File: src/rtl/decode_session_scheduler_pkg.sv
// -----------------------------------------------------------------------------
// decode_session_scheduler_pkg
// Shared definitions for the Helios host-side decode session sequencer:
//   - decoder byte-protocol message constants
//   - scheduler state encoding
//   - measurement block sizing helper
// -----------------------------------------------------------------------------
package decode_session_scheduler_pkg;

   localparam logic [7:0] START_DECODING_MSG      = 8'h01;
   localparam logic [7:0] MEASUREMENT_DATA_HEADER = 8'h02;

   typedef enum logic [2:0] {
      SEND_START,
      WAIT_MEAS,
      SEND_HDR,
      SEND_DATA,
      WAIT_RESP,
      RECV_RESP,
      EMIT
   } sched_state_t;

   // Bytes needed for one measurement round of an x-by-z PU grid.
   function automatic int unsigned bytes_per_round(input int unsigned x,
                                                   input int unsigned z);
      return (x * z + 7) >> 3;
   endfunction

endpackage

File: src/rtl/meas_byte_serializer.sv
// -----------------------------------------------------------------------------
// meas_byte_serializer
// Holds one captured measurement block and presents it LSB byte first as a
// valid/ready byte stream.
// Ports:
//   clk, reset        clock, asynchronous active-low reset
//   load, load_data   capture a new block and rewind to byte 0
//   start             begin presenting bytes (valid rises next cycle)
//   out_data/valid    current byte and its valid flag
//   out_ready         consumer accepts the current byte
//   out_last          current byte is the final byte of the block
// -----------------------------------------------------------------------------
module meas_byte_serializer
   import decode_session_scheduler_pkg::*;
#(
   parameter int unsigned TOTAL_BYTES = 21
) (
   input  logic                     clk,
   input  logic                     reset,
   input  logic                     load,
   input  logic [TOTAL_BYTES*8-1:0] load_data,
   input  logic                     start,
   output logic [7:0]               out_data,
   output logic                     out_valid,
   input  logic                     out_ready,
   output logic                     out_last
);

   localparam int unsigned IW = (TOTAL_BYTES > 1) ? $clog2(TOTAL_BYTES) : 1;

   logic [TOTAL_BYTES*8-1:0] data_q;
   logic [IW-1:0]            idx_q;
   logic                     active_q;

   always_ff @(posedge clk or negedge reset) begin
      if (!reset) begin
         data_q   <= '0;
         idx_q    <= '0;
         active_q <= 1'b0;
      end else begin
         if (load) begin
            data_q <= load_data;
            idx_q  <= '0;
         end
         if (start) begin
            active_q <= 1'b1;
         end else if (active_q && out_ready) begin
            if (out_last) begin
               active_q <= 1'b0;
            end else begin
               idx_q <= idx_q + 1'b1;
            end
         end
      end
   end

   // Byte select as a shift keeps the index arithmetic width-clean.
   assign out_data  = 8'(data_q >> {idx_q, 3'b000});
   assign out_valid = active_q;
   assign out_last  = (idx_q == IW'(TOTAL_BYTES - 1));

endmodule

File: src/rtl/decode_session_scheduler.sv
// -----------------------------------------------------------------------------
// decode_session_scheduler
// Host-side sequencer for the Helios decoder byte interface. Sends the
// start-decoding message once after reset, then per measurement block sends
// the header plus the serialised block, collects the 3-byte response
// (iterations, cycles[15:8], cycles[7:0]) and presents it as a result record.
// Ports:
//   clk, reset                       clock, asynchronous active-low reset
//   meas_data/valid/ready            measurement block input handshake
//   dec_in_data/valid/ready          byte stream to the decoder
//   dec_out_data/valid/ready         response bytes from the decoder
//   res_iterations, res_cycles       decoded response fields
//   res_timeout, res_short, res_long response status flags
//   res_valid/ready                  result record handshake
//   busy                             scheduler not idle in WAIT_MEAS
//   session_count                    completed sessions (wraps)
// -----------------------------------------------------------------------------
module decode_session_scheduler
   import decode_session_scheduler_pkg::*;
#(
   parameter int unsigned GRID_WIDTH_X   = 8,
   parameter int unsigned GRID_WIDTH_Z   = 3,
   parameter int unsigned GRID_WIDTH_U   = 7,
   parameter int unsigned TIMEOUT_CYCLES = 65535
) (
   input  logic        clk,
   input  logic        reset,
   input  logic [bytes_per_round(GRID_WIDTH_X, GRID_WIDTH_Z)*GRID_WIDTH_U*8-1:0] meas_data,
   input  logic        meas_valid,
   output logic        meas_ready,
   output logic [7:0]  dec_in_data,
   output logic        dec_in_valid,
   input  logic        dec_in_ready,
   input  logic [7:0]  dec_out_data,
   input  logic        dec_out_valid,
   output logic        dec_out_ready,
   output logic [7:0]  res_iterations,
   output logic [15:0] res_cycles,
   output logic        res_timeout,
   output logic        res_short,
   output logic        res_long,
   output logic        res_valid,
   input  logic        res_ready,
   output logic        busy,
   output logic [31:0] session_count
);

   localparam int unsigned BYTES_PER_ROUND = bytes_per_round(GRID_WIDTH_X, GRID_WIDTH_Z);
   localparam int unsigned TOTAL_BYTES     = BYTES_PER_ROUND * GRID_WIDTH_U;
   localparam int unsigned TW              = $clog2(TIMEOUT_CYCLES + 1);

   sched_state_t state_q;
   logic         msg_valid_q;
   logic [7:0]   msg_data_q;
   logic         meas_ready_q;
   logic         dec_out_ready_q;
   logic         res_valid_q;
   logic         busy_q;
   logic [TW-1:0] timer_q;
   logic [2:0]   resp_cnt_q;
   logic [7:0]   iterations_q;
   logic [15:0]  cycles_q;
   logic         timeout_q;
   logic         short_q;
   logic         long_q;
   logic [31:0]  session_q;

   logic         meas_hs;
   logic         msg_hs;
   logic         resp_hs;
   logic         ser_start;
   logic [7:0]   ser_data;
   logic         ser_valid;
   logic         ser_last;
   logic         ser_done;

   assign meas_hs   = meas_valid & meas_ready_q;
   assign msg_hs    = msg_valid_q & dec_in_ready;
   assign resp_hs   = dec_out_valid & dec_out_ready_q;
   assign ser_start = (state_q == SEND_HDR) & msg_hs;
   assign ser_done  = ser_valid & dec_in_ready & ser_last;

   meas_byte_serializer #(
      .TOTAL_BYTES (TOTAL_BYTES)
   ) u_serializer (
      .clk       (clk),
      .reset     (reset),
      .load      (meas_hs),
      .load_data (meas_data),
      .start     (ser_start),
      .out_data  (ser_data),
      .out_valid (ser_valid),
      .out_ready (dec_in_ready),
      .out_last  (ser_last)
   );

   // Message bytes (start/header) and data bytes never overlap in time, so
   // the decoder port is a simple merge of the two registered sources.
   assign dec_in_valid = msg_valid_q | ser_valid;
   assign dec_in_data  = ser_valid ? ser_data : msg_data_q;

   always_ff @(posedge clk or negedge reset) begin
      if (!reset) begin
         state_q         <= SEND_START;
         msg_valid_q     <= 1'b0;
         msg_data_q      <= '0;
         meas_ready_q    <= 1'b0;
         dec_out_ready_q <= 1'b0;
         res_valid_q     <= 1'b0;
         busy_q          <= 1'b0;
         timer_q         <= '0;
         resp_cnt_q      <= '0;
         iterations_q    <= '0;
         cycles_q        <= '0;
         timeout_q       <= 1'b0;
         short_q         <= 1'b0;
         long_q          <= 1'b0;
         session_q       <= '0;
      end else begin
         case (state_q)
            SEND_START: begin
               busy_q <= 1'b1;
               if (!msg_valid_q) begin
                  msg_valid_q <= 1'b1;
                  msg_data_q  <= START_DECODING_MSG;
               end else if (dec_in_ready) begin
                  msg_valid_q  <= 1'b0;
                  meas_ready_q <= 1'b1;
                  busy_q       <= 1'b0;
                  state_q      <= WAIT_MEAS;
               end
            end
            WAIT_MEAS: begin
               if (meas_hs) begin
                  meas_ready_q <= 1'b0;
                  busy_q       <= 1'b1;
                  msg_valid_q  <= 1'b1;
                  msg_data_q   <= MEASUREMENT_DATA_HEADER;
                  state_q      <= SEND_HDR;
               end
            end
            SEND_HDR: begin
               if (msg_hs) begin
                  msg_valid_q <= 1'b0;
                  state_q     <= SEND_DATA;
               end
            end
            SEND_DATA: begin
               if (ser_done) begin
                  timer_q         <= '0;
                  dec_out_ready_q <= 1'b1;
                  state_q         <= WAIT_RESP;
               end
            end
            WAIT_RESP: begin
               if (resp_hs) begin
                  resp_cnt_q   <= 3'd1;
                  iterations_q <= dec_out_data;
                  cycles_q     <= '0;
                  state_q      <= RECV_RESP;
               end else if (timer_q == TW'(TIMEOUT_CYCLES - 1)) begin
                  timeout_q       <= 1'b1;
                  iterations_q    <= '0;
                  cycles_q        <= '0;
                  dec_out_ready_q <= 1'b0;
                  res_valid_q     <= 1'b1;
                  state_q         <= EMIT;
               end else begin
                  timer_q <= timer_q + 1'b1;
               end
            end
            RECV_RESP: begin
               if (resp_hs) begin
                  case (resp_cnt_q)
                     3'd1:    cycles_q[15:8] <= dec_out_data;
                     3'd2:    cycles_q[7:0]  <= dec_out_data;
                     default: long_q         <= 1'b1;
                  endcase
                  if (resp_cnt_q != 3'd4) begin
                     resp_cnt_q <= resp_cnt_q + 3'd1;
                  end
               end else begin
                  short_q         <= (resp_cnt_q < 3'd3);
                  dec_out_ready_q <= 1'b0;
                  res_valid_q     <= 1'b1;
                  state_q         <= EMIT;
               end
            end
            EMIT: begin
               if (res_ready) begin
                  res_valid_q  <= 1'b0;
                  session_q    <= session_q + 32'd1;
                  timeout_q    <= 1'b0;
                  short_q      <= 1'b0;
                  long_q       <= 1'b0;
                  meas_ready_q <= 1'b1;
                  busy_q       <= 1'b0;
                  state_q      <= WAIT_MEAS;
               end
            end
            default: state_q <= SEND_START;
         endcase
      end
   end

   assign meas_ready     = meas_ready_q;
   assign dec_out_ready  = dec_out_ready_q;
   assign res_iterations = iterations_q;
   assign res_cycles     = cycles_q;
   assign res_timeout    = timeout_q;
   assign res_short      = short_q;
   assign res_long       = long_q;
   assign res_valid      = res_valid_q;
   assign busy           = busy_q;
   assign session_count  = session_q;

endmodule
File: config.mk
export PLATFORM = sky130hd
export DESIGN_NAME = decode_session_scheduler
export DESIGN_NICKNAME = d
export VERILOG_FILES = /design/src/rtl/decode_session_scheduler_pkg.sv /design/src/rtl/meas_byte_serializer.sv /design/src/rtl/decode_session_scheduler.sv
export SDC_FILE = /design/constraint.sdc
export NUM_CORES = 1
export LEC_CHECK = 0
export CAP_MARGIN = 15
export CORE_ASPECT_RATIO = 1.5
export CORE_MARGIN = 2
export CORE_UTILIZATION = 48
export CTS_BUF_LIST = sky130_fd_sc_hd__clkbuf_4 sky130_fd_sc_hd__clkbuf_8
export DETAILED_ROUTE_END_ITERATION = 8
export PLACE_DENSITY = 0.9
export SLEW_MARGIN = 30
export SYNTH_ARGS = -nofsm -noshare
export SYNTH_HDL_FRONTEND = slang
export SYNTH_HIERARCHICAL = 1
export SYNTH_SLANG_ARGS = --single-unit
File: constraint.sdc
create_clock -name clk -period 2.3 [get_ports clk]
set_input_delay 0.46 -clock clk [delete_from_list [all_inputs] [get_ports clk]]
set_output_delay 0.46 -clock clk [all_outputs]
set_load 0.03 [all_outputs]
After elaboration in Yosys (flattened, before gate mapping)
Index checks and enable logic that the tools add are counted.
{"block": "totals", "ff_bits": 268, "output_inout_bits": 72, "in_bits": 182}
{"block": "classes", "magnitude_cmp": 1, "shifts": 1, "n_mux": 64, "reduce_logical": 32, "add_sub_neg": 4, "eq_ne": 29, "n_bitwise": 7}
{"cell": "$shr 168x8->8", "n": 1}
{"cell": "$mux 16", "n": 6}
{"cell": "$pmux 16 s2", "n": 2}
{"cell": "$mux 8", "n": 7}
{"cell": "$mux 3", "n": 12}
{"cell": "$add 32x1->32 const B", "n": 1}
{"cell": "$ne 2x2->1 const B", "n": 15}
{"cell": "$reduce_and 4->1", "n": 6}
{"cell": "$mux 1", "n": 22}
{"cell": "$pmux 3 s7", "n": 1}
{"cell": "$mux 5", "n": 4}
{"cell": "$add 16x1->16 const B", "n": 1}
{"cell": "$eq 16x16->1 const B", "n": 1}
{"cell": "$pmux 8 s2", "n": 1}
{"cell": "$reduce_bool 2->1", "n": 8}
{"cell": "$pmux 1 s3", "n": 5}
{"cell": "$reduce_and 5->1", "n": 3}
{"cell": "$reduce_and 3->1", "n": 4}
{"cell": "$reduce_bool 3->1", "n": 4}
{"cell": "$eq 3x2->1 const B", "n": 3}
{"cell": "$eq 3x3->1 const B", "n": 3}
{"cell": "$reduce_and 8->1", "n": 1}
{"cell": "$and 1x1->1", "n": 6}
{"cell": "$eq 3x1->1 const B", "n": 2}
{"cell": "13 further kinds", "n": 19}

Logic depth before layout (Yosys ltp)
{"block": "depth", "word_depth": 5, "ltp_mapped": 14, "mapped_depth_nobuf": 9}

Hierarchy
Netlist, hierarchy kept.
{"module": "meas_byte_serializer", "cells_each": 573, "instances": 1, "area_per_inst_um2": 8090.3, "seq_area_each_um2": 4354.2}
{"module": "decode_session_scheduler", "cells_each": 403, "instances": 1, "area_per_inst_um2": 4240.3, "seq_area_each_um2": 2202.1}

Worst setup path after synthesis
OpenSTA, ideal clock, no wires.
{"block": "synth_timing", "kind": "register to register", "start": "reg u_serializer.idx_q[0]", "end": "reg timer_q[12]", "required_ns": 2.155, "stages_incl_launch_ff": 15, "n_path_buf": 5, "setup_ns": 0.145, "path_slack_ns": -0.271, "arrival_time_ns": 2.426, "path_cell_list": "dfrtp_1 > buf_6 > buf_6 > buf_6 > inv_2 > ha_1 > nand4b_1 > inv_2 > nand3_1 > a22oi_1 > o2111ai_4 > buf_6 > buf_2 > o31ai_1 > a21oi_1"}
{"block": "synth_between", "elab_chain_cells": 4}
{"element": "start, declared", "line_no": "meas_byte_serializer.sv:32", "rtl": "logic [IW-1:0] idx_q;"}
{"element": "start signal, assigned", "line_no": "meas_byte_serializer.sv:51", "rtl": "idx_q <= idx_q + 1'b1;"}
{"element": "$eq 5x5->1", "line_no": "meas_byte_serializer.sv:60", "rtl": "assign out_last = (idx_q == IW'(TOTAL_BYTES - 1));"}
{"element": "net ser_last", "line_no": "decode_session_scheduler.sv:74", "rtl": "logic ser_last;"}
{"element": "$and 1x1->1", "line_no": "decode_session_scheduler.sv:81", "rtl": "assign ser_done = ser_valid & dec_in_ready & ser_last;"}
{"element": "$ne 2x2->1 (no line)"}
{"element": "$reduce_and 4->1 (no line)"}
{"element": "end signal, assigned", "line_no": "decode_session_scheduler.sv:169", "rtl": "timer_q <= timer_q + 1'b1;"}
{"element": "end, declared", "line_no": "decode_session_scheduler.sv:59", "rtl": "logic [TW-1:0] timer_q;"}
The timed path passes the listed nets, and every way through them passes these cells.
A chain may end at the register's enable or synchronous reset.

Final worst setup path
{"block": "layout_timing", "start": "reg u_serializer.idx_q[0]", "end": "out dec_in_data[1]"}
{"block": "layout_between", "elab_chain_cells": 2}
{"element": "$shr 168x8->8", "line_no": "meas_byte_serializer.sv:58", "rtl": "assign out_data = 8'(data_q >> {idx_q, 3'b000});"}
{"element": "net ser_data[1]", "line_no": "decode_session_scheduler.sv:72", "rtl": "logic [7:0] ser_data;"}
{"element": "$mux 8", "line_no": "decode_session_scheduler.sv:100", "rtl": "assign dec_in_data = ser_valid ? ser_data : msg_data_q;"}
{"element": "end, declared", "line_no": "decode_session_scheduler.sv:31", "rtl": "output logic [7:0] dec_in_data,"}
The timed path passes the listed nets, and every way through them passes these cells.

==> out/metrics.csv <==
stage;metric;value;unit
sta;fin_ws;-647.5;ps
place;place_area;15750;um2
die;fp-row-count;71;
sta;fin_tns_setup;-9187;ps
pwr;pwr_density_cell;1168;nW/um2
routing;wl_per_cell;21.21;um
global_route;grt_max_degree;109;
synth;synthCells;976;
sta;rsz0062_at_grt;yes;
clock_network;cts_tree;built;
routing;viasPerCell;5.734;
worst_setup_path;worstSetupStartpointType;flop;
layout;final_area;17180;um2
synth;syn_avg_cell_area;12.63;um2
global_route;antenna_found_initial;2;
synth;async_flop_share;1.000;
clock_network;cts_buffers;41;
pwr;p_leak;0.007212;uW
sta;fin_crit;2947;ps
clock_network;ctsHtreeMaxLevel;2;
sta;fin_skew;17.83;ps
clock_network;cts.path.max_buffers;3;
die;floorplan.initialDensity;0.4905;
global_route;grt_first_pass_wirelength;55330;um
worst_setup_path;crit_type;flop to output port;
run;drv_cap;0;
place;routabilityCongestion;0.9054;
synth;synth_edf_count;0;
synth;yosysWarnings;6;
synth;ys_ff_latch;262;
sta;max_freq;339.3;MHz
sta;report.final.slew_viol_count;0;
status;outcome;complete, but fails checks;
die;chipHeight;200.3;um
die;die_area;27010;um2
synth;yosysSeqAreaShare;0.5317;
layout;drive_gt1_frac;0.2615;
routing;drtPass1Iterations;6;
global_route;gr-usage-all-layers;0.2615;
sta;max_slew_margin;0.5628;
layout;area_growth;39.32;%
hold_path;hold_path.class;primary input to asynchronous set/reset pin;
place;pre_cts_slack;-232.1;ps
clock_network;clock-root-buffer;clkbuf_8;
worst_setup_path;cp.required;1840;ps
worst_setup_path;cpMostUsedCell;buf_6;
clock_network;insertion_delay;560;ps
sta;fin_crit_sh;1.282;
layout;utilization;0.6833;
die;dieWidth;134.9;um
place;port_buffers;253;
worst_setup_path;worstPathCellList;buf_6 > mux4_2 > nand2_1 > and3_4 > o31ai_2 > mux2_4 > buf_6;
routing;first_iter_violations;533;
worst_setup_path;slowest_delay;530;ps
sta;hold_violations;0;
clock_network;clk_pin_slew;60;ps
die;coreArea;25140;um2
layout;fillers;1677;
synth;syn-num-nets;1167;
worst_setup_path;path_max_fanout;6;
pwr;finalPower;20070;uW
layout;multi_input_area;5684;um2
routing;dr_total_vias;9611;
clock_network;clock_sinks;262;
worst_setup_path;crit_path_end_kind;output port;
layout;seq_area;6561;um2
status;failed_checks;negative setup slack;
synth;synth_area;12330;um2
worst_setup_path;critPathSlowestCell;mux4_2;
layout;nets;1506;
routing;finalWirelength;35540;um
synth;synth_cell_type_count;63;
worst_setup_path;arrival;2490;ps
die;io_pins;254;
sta;setup_viol;24;
sta;tightest_slew;652.7;ps
global_route;grt_pass1_vias;10360;
place;hpwlAfterDp;24250;um
pwr;vdd.ir_drop.worst;0.001020;V
global_route;grt-ovfl-total;0;
synth;synth_ff_type;dfrtp_1;
routing;drc_errors;0;
routing;antenna_left;0;
-- registers in the layout, indices dropped and copies added, names as in the netlist --
name / cells
busy: 1
dec_out_ready: 1
meas_ready: 1
msg_data_q: 2
msg_valid_q: 1
res_cycles: 16
res_iterations: 8
res_long: 1
res_short: 1
res_timeout: 1
res_valid: 1
resp_cnt_q: 3
session_count: 32
state_q: 3
timer_q: 16
u_serializer/data_q: 168
u_serializer/idx_q: 5
u_serializer/out_valid: 1
-- Yosys cell counts (all sizes together), types with 9 or more instances --
| cell | count | area share |
|---|---|---|
| a21oi | 27 | 0.012 |
| inv | 12 | 0.0037 |
| nand4 | 17 | 0.0086 |
| dfrtp | 262 | 0.53 |
| and3 | 10 | 0.0051 |
| xnor2 | 24 | 0.017 |
| nor2 | 25 | 0.0078 |
| o21ai | 36 | 0.015 |
| nand2 | 61 | 0.019 |
| ha | 9 | 0.0091 |
| o31ai | 16 | 0.012 |
| or4 | 9 | 0.0055 |
| mux2 | 173 | 0.16 |
| mux4 | 13 | 0.024 |
| and2 | 10 | 0.0051 |
| a22oi | 20 | 0.012 |
| nand3 | 34 | 0.014 |
| a22o | 24 | 0.017 |
| mux2i | 57 | 0.046 |
| clkbuf | 12 | 0.0037 |
| buf | 44 | 0.023 |
-- what timing repair did --
item,CTS,global route
setup buffers,19,6
gates cloned,1,0
pin swaps,21,18
endpoints found under the setup margin,17,46
hold buffers,1,0
endpoints found under the hold margin,154,0
gates resized for setup,52,33
-- worst paths after layout --
kind,start,endpoint,slack (ps),cells after the start
hold / removal,reset,u_serializer/data_q[17],290,2
setup reg to reg,u_serializer/idx_q[0],timer_q[8],-360,12
setup / recovery,u_serializer/idx_q[0],dec_in_data[1],-650,7
max in group asynchronous,reset,u_serializer/idx_q[0],1200,3
hold reg to reg,u_serializer/data_q[98],u_serializer/data_q[98],490,1
min in group clk,u_serializer/data_q[98],u_serializer/data_q[98],490,1
-- placed cells by master (no fill, tap or decap), types with 5 or more instances in the layout --
| master | count |
|---|---|
| clkinv_2 | 9 |
| o31ai_1 | 7 |
| inv_1 | 8 |
| nand2b_1 | 6 |
| xor2_1 | 7 |
| clkbuf_4 | 8 |
| nand3b_1 | 7 |
| o31ai_2 | 7 |
| buf_12 | 15 |
| dfrtp_1 | 260 |
| and3_1 | 8 |
| xnor2_1 | 24 |
| mux2_1 | 78 |
| buf_4 | 69 |
| o21ai_1 | 15 |
| nor3_1 | 5 |
| clkdlybuf4s50_1 | 242 |
| and2_1 | 6 |
| mux2_2 | 92 |
| nand3_1 | 27 |
| nor2_1 | 24 |
| mux2i_1 | 55 |
| a21oi_1 | 20 |
| buf_6 | 21 |
| a22o_1 | 24 |
| ha_1 | 8 |
| nand3_2 | 6 |
| mux4_2 | 13 |
| a22oi_1 | 17 |
| a21oi_2 | 6 |
| nand4_1 | 17 |
| a31oi_1 | 5 |
| o21ai_0 | 18 |
| nand2_1 | 60 |
| or4_1 | 7 |
| clkbuf_8 | 52 |
-- worst max-delay path, delay by kind of cell, from the launching register on --
| family | cells | cell delay [ps] |
|---|---|---|
| DFF | 1 | 490 |
| AOI/OAI and AO/OA | 1 | 70 |
| buffers and inverters | 2 | 290 |
| muxes | 2 | 790 |
| and+or+nand+nor | 2 | 280 |
-- power breakdown --
part	internal (uW)	switching (uW)	total (uW)	leakage (uW)
registers	6230	1040	7280	0.00321
logic	4470	3930	8400	0.00351
clock network	2510	1880	4400	0.000489
-- final cells by class --
type | count | share of cell area
Sequential cell | 262 | 0.3819
Multi-Input combinational cell | 646 | 0.3309
Timing Repair Buffer | 351 | 0.2051
Clock buffer | 60 | 0.04516
Tap cell | 328 | 0.02389
Clock inverter | 14 | 0.008740
Inverter | 13 | 0.004006
Antenna cell | 2 | 0.0002913
-- stage by stage --
stage	hold WS, ps	instances
floorplan	164.4	976
global placement	264.0	1579
detailed placement	265.9	1579
CTS	273.3	1673
global route	283.1	1676
finish	292.3	1676
-- cell families after synthesis --
logic type                 after synthesis  share of synthesized area
xor gates and xnor gates                31                    0.02202
and+or+nand+nor                        215                    0.09437
adders and majority gates                9                   0.009133
buffers and inverters                   69                    0.03074
DFF                                    262                     0.5317
muxes                                  243                     0.2280
AOI/OAI and AO/OA                      147                    0.08402
-- metal layers --
layer / routed length (um) / GRT usage / up-vias
met4: 1695 / 0.1241 / 0
met2: 18710 / 0.4670 / 405
li1: - / - / 4269
met5: 0 / 0 / -
met3: 2182 / 0.04758 / 115
met1: 12960 / 0.2985 / 4822
(Power assumes the default switching activity.)
